**src/rtl/uart_stream_tx.sv**
```systemverilog
// uart_stream_tx: buffered UART transmitter.
// Bytes arrive on a valid/ready stream, are queued in a circular FIFO and are
// shifted out LSB first as 8N1 frames on o_uart_tx (idle high).
// Optional build macro UART_TX_PARITY_EN adds an even-parity bit (8E1 framing).
module uart_stream_tx #(
  parameter int unsigned CLK_DIV         = 868,
  parameter int unsigned FIFO_DEPTH_LOG2 = 4
) (
  input  logic                       rstn,
  input  logic                       clk,
  input  logic                       i_tvalid,
  output logic                       o_tready,
  input  logic [7:0]                 i_tdata,
  output logic                       o_uart_tx,
  output logic                       o_busy,
  output logic [FIFO_DEPTH_LOG2:0]   o_fifo_count
);

  localparam int unsigned AW    = FIFO_DEPTH_LOG2;
  localparam int unsigned DEPTH = 1 << AW;
  localparam int unsigned BW    = (CLK_DIV > 1) ? $clog2(CLK_DIV) : 1;

  localparam logic [BW-1:0] BAUD_LAST = BW'(CLK_DIV - 1);
  localparam logic [BW-1:0] BAUD_ONE  = BW'(1);
  localparam logic [AW:0]   PTR_ONE   = (AW + 1)'(1);

  typedef enum logic [2:0] {
    IDLE   = 3'd0,
    START  = 3'd1,
    DATA   = 3'd2,
    STOP   = 3'd3
`ifdef UART_TX_PARITY_EN
    ,
    PARITY = 3'd4
`endif
  } state_t;

  // FIFO storage and pointers (extra MSB is the wrap bit)
  logic [7:0]    mem [DEPTH];
  logic [AW:0]   wr_ptr;
  logic [AW:0]   rd_ptr;
  logic          full;
  logic          empty;
  logic          push;
  logic          pop;
  logic [7:0]    head;

  // Serialiser state
  state_t        state;
  logic [BW-1:0] baud_cnt;
  logic          baud_last;
  logic [2:0]    bit_cnt;
  logic [2:0]    next_bit;
  logic [7:0]    frame_byte;
  logic          tx;

  assign empty     = (wr_ptr == rd_ptr);
  assign full      = (wr_ptr[AW] != rd_ptr[AW]) && (wr_ptr[AW-1:0] == rd_ptr[AW-1:0]);
  assign push      = i_tvalid && !full;
  assign head      = mem[rd_ptr[AW-1:0]];
  assign baud_last = (baud_cnt == BAUD_LAST);
  assign next_bit  = bit_cnt + 3'd1;

  // Pop decision: start a frame from idle, or chain one directly at the end of STOP
  always_comb begin
    pop = 1'b0;
    if (!empty) begin
      case (state)
        IDLE:    pop = 1'b1;
        STOP:    pop = baud_last;
        default: pop = 1'b0;
      endcase
    end
  end

  // FIFO data write; storage needs no reset because emptiness comes from the pointers
  always_ff @(posedge clk) begin
    if (push) begin
      mem[wr_ptr[AW-1:0]] <= i_tdata;
    end
  end

  // FIFO pointers; push is gated by full before any same-cycle pop is considered
  always_ff @(posedge clk or negedge rstn) begin
    if (!rstn) begin
      wr_ptr <= '0;
      rd_ptr <= '0;
    end else begin
      if (push) begin
        wr_ptr <= wr_ptr + PTR_ONE;
      end
      if (pop) begin
        rd_ptr <= rd_ptr + PTR_ONE;
      end
    end
  end

  // Frame serialiser: every line level is held for exactly CLK_DIV cycles
  always_ff @(posedge clk or negedge rstn) begin
    if (!rstn) begin
      state      <= IDLE;
      baud_cnt   <= '0;
      bit_cnt    <= '0;
      frame_byte <= '0;
      tx         <= 1'b1;
    end else begin
      case (state)
        IDLE: begin
          tx       <= 1'b1;
          baud_cnt <= '0;
          bit_cnt  <= '0;
          if (pop) begin
            frame_byte <= head;
            tx         <= 1'b0;
            state      <= START;
          end
        end

        START: begin
          if (baud_last) begin
            baud_cnt <= '0;
            bit_cnt  <= '0;
            tx       <= frame_byte[0];
            state    <= DATA;
          end else begin
            baud_cnt <= baud_cnt + BAUD_ONE;
          end
        end

        DATA: begin
          if (baud_last) begin
            baud_cnt <= '0;
            if (bit_cnt == 3'd7) begin
`ifdef UART_TX_PARITY_EN
              tx    <= ^frame_byte;
              state <= PARITY;
`else
              tx    <= 1'b1;
              state <= STOP;
`endif
            end else begin
              bit_cnt <= next_bit;
              tx      <= frame_byte[next_bit];
            end
          end else begin
            baud_cnt <= baud_cnt + BAUD_ONE;
          end
        end

`ifdef UART_TX_PARITY_EN
        PARITY: begin
          if (baud_last) begin
            baud_cnt <= '0;
            tx       <= 1'b1;
            state    <= STOP;
          end else begin
            baud_cnt <= baud_cnt + BAUD_ONE;
          end
        end
`endif

        STOP: begin
          if (baud_last) begin
            baud_cnt <= '0;
            bit_cnt  <= '0;
            if (pop) begin
              frame_byte <= head;
              tx         <= 1'b0;
              state      <= START;
            end else begin
              tx    <= 1'b1;
              state <= IDLE;
            end
          end else begin
            baud_cnt <= baud_cnt + BAUD_ONE;
          end
        end

        default: begin
          tx       <= 1'b1;
          baud_cnt <= '0;
          bit_cnt  <= '0;
          state    <= IDLE;
        end
      endcase
    end
  end

  assign o_uart_tx    = tx;
  assign o_tready     = !full;
  assign o_fifo_count = wr_ptr - rd_ptr;
  assign o_busy       = (state != IDLE) || !empty;

endmodule
```
**config.mk**
```make
export PLATFORM = sky130hd
export DESIGN_NAME = uart_stream_tx
export DESIGN_NICKNAME = d
export VERILOG_FILES = /design/src/rtl/uart_stream_tx.sv
export SDC_FILE = /design/constraint.sdc
export NUM_CORES = 1
export LEC_CHECK = 0
export ABC_AREA = 1
export CORE_ASPECT_RATIO = 0.75
export CORE_UTILIZATION = 35
export CTS_CLUSTER_DIAMETER = 80
export DETAILED_ROUTE_END_ITERATION = 12
export MAX_ROUTING_LAYER = met4
export PLACE_DENSITY_LB_ADDON = 0.15
export SLEW_MARGIN = 30
export SYNTH_ARGS = -nofsm -noshare
export SYNTH_HDL_FRONTEND = slang
export SYNTH_SLANG_ARGS = --single-unit
```
**constraint.sdc**
```tcl
create_clock -name clk -period 2.07 [get_ports clk]
set_input_delay 0.414 -clock clk [delete_from_list [all_inputs] [get_ports clk]]
set_output_delay 0.414 -clock clk [all_outputs]
set_load 0.05 [all_outputs]
```
==> flow_metrics.tcl <==
set metrics [dict create \
    syn-mean-instance-area_sq_um 10.6 \
    yosys_register_bits 162 \
    first_global_vias 4811 \
    yosys.area.top_type "sky130_fd_sc_hd__edfxtp_1" \
    violations "negative setup slack" \
    cts_max_path_buffers 2 \
    layout_utilization_pct 44.2 \
    critical_path.cell_chain "ha_4 -> fa_2 -> o21ai_4 -> xor2_4 -> buf_12" \
    r2r-end "mem[5][1]" \
    gp_congestion 0.823 \
    hold_class "in2async" \
    drt-initial-drc-count 402 \
    critical_path.n_buffers_inverters 1 \
    dp.final_hpwl_mm 12.3 \
    finalClockSkew_ps 14.5 \
    ys_dominant_reg_cell "sky130_fd_sc_hd__edfxtp_1" \
    cts.reportedPaths.clkPinSlew_ps 70 \
    yosys_warnings 0 \
    worstSetupStartpointType "register" \
    fraction_of_layout_cells_with_a_size_suffix_above_1_pct 18.2 \
    reg2reg_depth 9 \
    tns_ps -858 \
    num_vias 4819 \
    antenna_cells 0 \
    critical-path-top-delay-family "adder cells" \
    worst_slew_pin_slew_ps 497 \
    port_buffers 18 \
    reported_leakage_power_nw 3.28 \
    final-setup-viol-count 6 \
    post_synth_instance_area_sq_um 7180 \
    core_sq_um 19700 \
    register_to_register_setup_slack_ps 150 \
    crit_start "rd_ptr[0]" \
    synth.yosys.seq_area_share_pct 65.4 \
    worst_setup_path_endpoint "o_fifo_count[4]" \
    areaGrowthSynthToFinish_pct 21.3 \
    synth.area.top_cells "sky130_fd_sc_hd__edfxtp_1 (54%), sky130_fd_sc_hd__dfrtp_1 (12%), sky130_fd_sc_hd__nor2_1 (8.1%), sky130_fd_sc_hd__nand2_1 (6.4%), sky130_fd_sc_hd__o21ai_0 (3.2%)" \
    detail_route.wirelength_mm 17.4 \
    drv_cap 0 \
    maximum_number_of_pins_on_one_net_before_global_route_repair 35 \
    grt_first_pass_wirelength_mm 27.7 \
    r2r_start "rd_ptr[1]" \
    max_freq_ghz 0.428 \
    p_clk_share_pct 33.1 \
    critical_path.slowest_cell "sky130_fd_sc_hd__dfrtp_2" \
    num_io_pins 19 \
    floorplan.die_area_sq_um 21100 \
    critical_path_required_ps 1660 \
    postSynthNetCount 706 \
    p_sw_mw 2.94 \
    ctsRootBufferMaster "sky130_fd_sc_hd__clkbuf_16" \
    globalRouteOverflowTotal 0 \
    setup.worst_path.end_class "output port" \
    number_of_clock_sinks_seen_by_cts 162 \
    reg_power_share_pct 42.1 \
    initial_utilization_pct 36.4 \
    firstDrtPassIters 4 \
    synth-async-reset-ratio_pct 21.0 \
    grt_antenna_before_repair 0 \
    cts_tree "done" \
    timing.critical_path.arrival_ps 1920 \
    vdd_drop_max_v 0.000927 \
    comb_power_share_pct 24.7 \
    syn-instance-count 677 \
    holdBufCountCts 0 \
    antenna_left 0 \
    rsz0062_at_grt "yes" \
    gr-usage-all-layers_pct 18.4 \
    power.share.switching_pct 31.6 \
    crit_fanout 3 \
    cp.depth 5 \
    timing.final.ws_setup_ps -266 \
    result_of_the_run "finished with violations" \
    cellPowerDensity_nw_per_um2 1070 \
    critPathKind "reg2out" \
    clkLatencyLatePin_ps 430 \
    worst_path_largest_cell_delay_ps 440 \
    finalWorstPathRequiredPeriod_ps 2340 \
    finalNetCount 753 \
    floorplan.rows 44 \
    drt-wirelength-per-cell_um 17.6 \
    cts-buffers-inserted 17 \
    synth_edf_count 128 \
    relSlewSlack_pct 66.5 \
    final_clock_period_utilization_by_the_worst_path_pct 113 \
    vias_per_cell 4.87 \
    hold_viol_final 0 \
    synth.top_cell.area_share_pct 53.5 \
    cellInternalPower_mw 6.36 \
    clock_tree.htree_level_count 4 \
    finalMaxSlewViolations 0 \
    die_w_um 167 \
    synth_cell_type_count 34 \
    chipHeight_um 126 \
    drcViolationCount 0 \
]
-- cell families after synthesis --
logic type / after synthesis / share of synthesized area, %
AO/OA/AOI/OAI: 90 / 6.76
XOR/XNOR: 16 / 1.95
adder cells (fa/ha/maj): 18 / 3.24
buffers and inverters: 64 / 4.11
flip-flops: 162 / 65.4
AND/OR/NAND/NOR: 327 / 18.5
-- repair_timing --
item | in CTS | in global routing
gates resized for setup | 14 | 5
pin swaps | 4 | 5
endpoints found under the setup margin | 6 | 6
buffers inserted | 3 | 0
-- worst min path at each step --
stage	from	slack (ps)	to
after floorplan	rstn	120	baud_cnt[0]
after global placement	frame_byte[2]	470	frame_byte[2]
after detailed placement	frame_byte[4]	470	frame_byte[4]
after CTS	rstn	410	frame_byte[0]
after global routing	rstn	440	state[0]
final	rstn	400	state[0]
-- placed cells by master, fill, tap and decap left out, types with 3 or more instances in the layout --
| cell type | synthesis | layout |
|---|---|---|
| sky130_fd_sc_hd__nor2_1 | 155 | 139 |
| sky130_fd_sc_hd__edfxtp_1 | 128 | 128 |
| sky130_fd_sc_hd__nand2_1 | 123 | 117 |
| sky130_fd_sc_hd__o21ai_0 | 46 | 44 |
| sky130_fd_sc_hd__buf_4 | 2 | 34 |
| sky130_fd_sc_hd__dfrtp_1 | 33 | 31 |
| sky130_fd_sc_hd__nand3_1 | 30 | 29 |
| sky130_fd_sc_hd__o21ai_1 | 27 | 28 |
| sky130_fd_sc_hd__inv_1 | 30 | 26 |
| sky130_fd_sc_hd__nor2_4 | 1 | 18 |
| sky130_fd_sc_hd__clkbuf_16 | 0 | 17 |
| sky130_fd_sc_hd__ha_1 | 17 | 14 |
| sky130_fd_sc_hd__inv_2 | 9 | 12 |
| sky130_fd_sc_hd__xor2_1 | 13 | 11 |
| sky130_fd_sc_hd__clkdlybuf4s50_1 | 0 | 10 |
| sky130_fd_sc_hd__nand2_4 | 2 | 8 |
| sky130_fd_sc_hd__o211ai_1 | 8 | 8 |
| sky130_fd_sc_hd__a21oi_1 | 6 | 6 |
| sky130_fd_sc_hd__nor3_1 | 5 | 5 |
| sky130_fd_sc_hd__clkinv_8 | 0 | 5 |
| sky130_fd_sc_hd__buf_12 | 0 | 5 |
| sky130_fd_sc_hd__nand2_2 | 4 | 4 |
| sky130_fd_sc_hd__inv_6 | 0 | 4 |
| sky130_fd_sc_hd__ha_4 | 0 | 3 |
| sky130_fd_sc_hd__inv_8 | 0 | 3 |
-- routing by layer --
layer	vias to the layer above	part of all wire [%]	global-route usage, %
met5	-	0	-
met4	0	0.99	4.91
met3	14	4.1	3.65
met2	94	43	26.1
met1	2331	52	26.7
li1	2380	-	-
-- cell type report --
| cell class | count | area, sq um |
|---|---|---|
| tap | 253 | 317 |
| clock inverter | 15 | 170 |
| fill | 1839 | 11000 |
| multi-input combinational | 451 | 2460 |
| timing repair buffer | 51 | 478 |
| sequential | 162 | 4700 |
| clock buffer | 17 | 425 |
| inverter | 41 | 159 |
-- cells in the mapped netlist, drive strengths merged, types with 7 or more instances --
cell type  count
buf           16
xor2          13
inv           39
nand2        129
nand3         31
nor2         158
edfxtp       128
o211ai         8
ha            17
a21oi          7
o21ai         73
dfrtp         33
clkbuf         7
-- flip-flops by register name (all words and copies together), names as in the netlist --
signal	count
rd_ptr	5
mem	128
baud_cnt	10
state	2
wr_ptr	5
o_uart_tx	1
bit_cnt	3
frame_byte	8
-- per-stage QoR --
stage | cell area (sq um) | cells | power, mW | setup WS, ps | hold WS [ps]
4_1_cts | 8710 | 990 | 9.37 | -340 | 407
3_3_place_gp | 8010 | 955 | 6.11 | 108 | 474
5_1_grt | 8710 | 990 | 9.67 | -327 | 436
2_1_floorplan | 7390 | 677 | 5.20 | -169 | 118
6_report | 8710 | 990 | 9.30 | -266 | 403
3_5_place_dp | 8010 | 955 | 6.11 | 83.0 | 472
-- power groups by stage --
stage               registers [mW]  clock network (mW)  logic (mW)
CTS                           3.92                3.14        2.31
global route                  3.94                3.28        2.45
global placement              3.97                   0        2.13
floorplan                     3.97                   0        1.23
finish                        3.92                3.08        2.30
detailed placement            3.98                   0        2.13
Note: power is estimated with default switching activity, not from simulation.
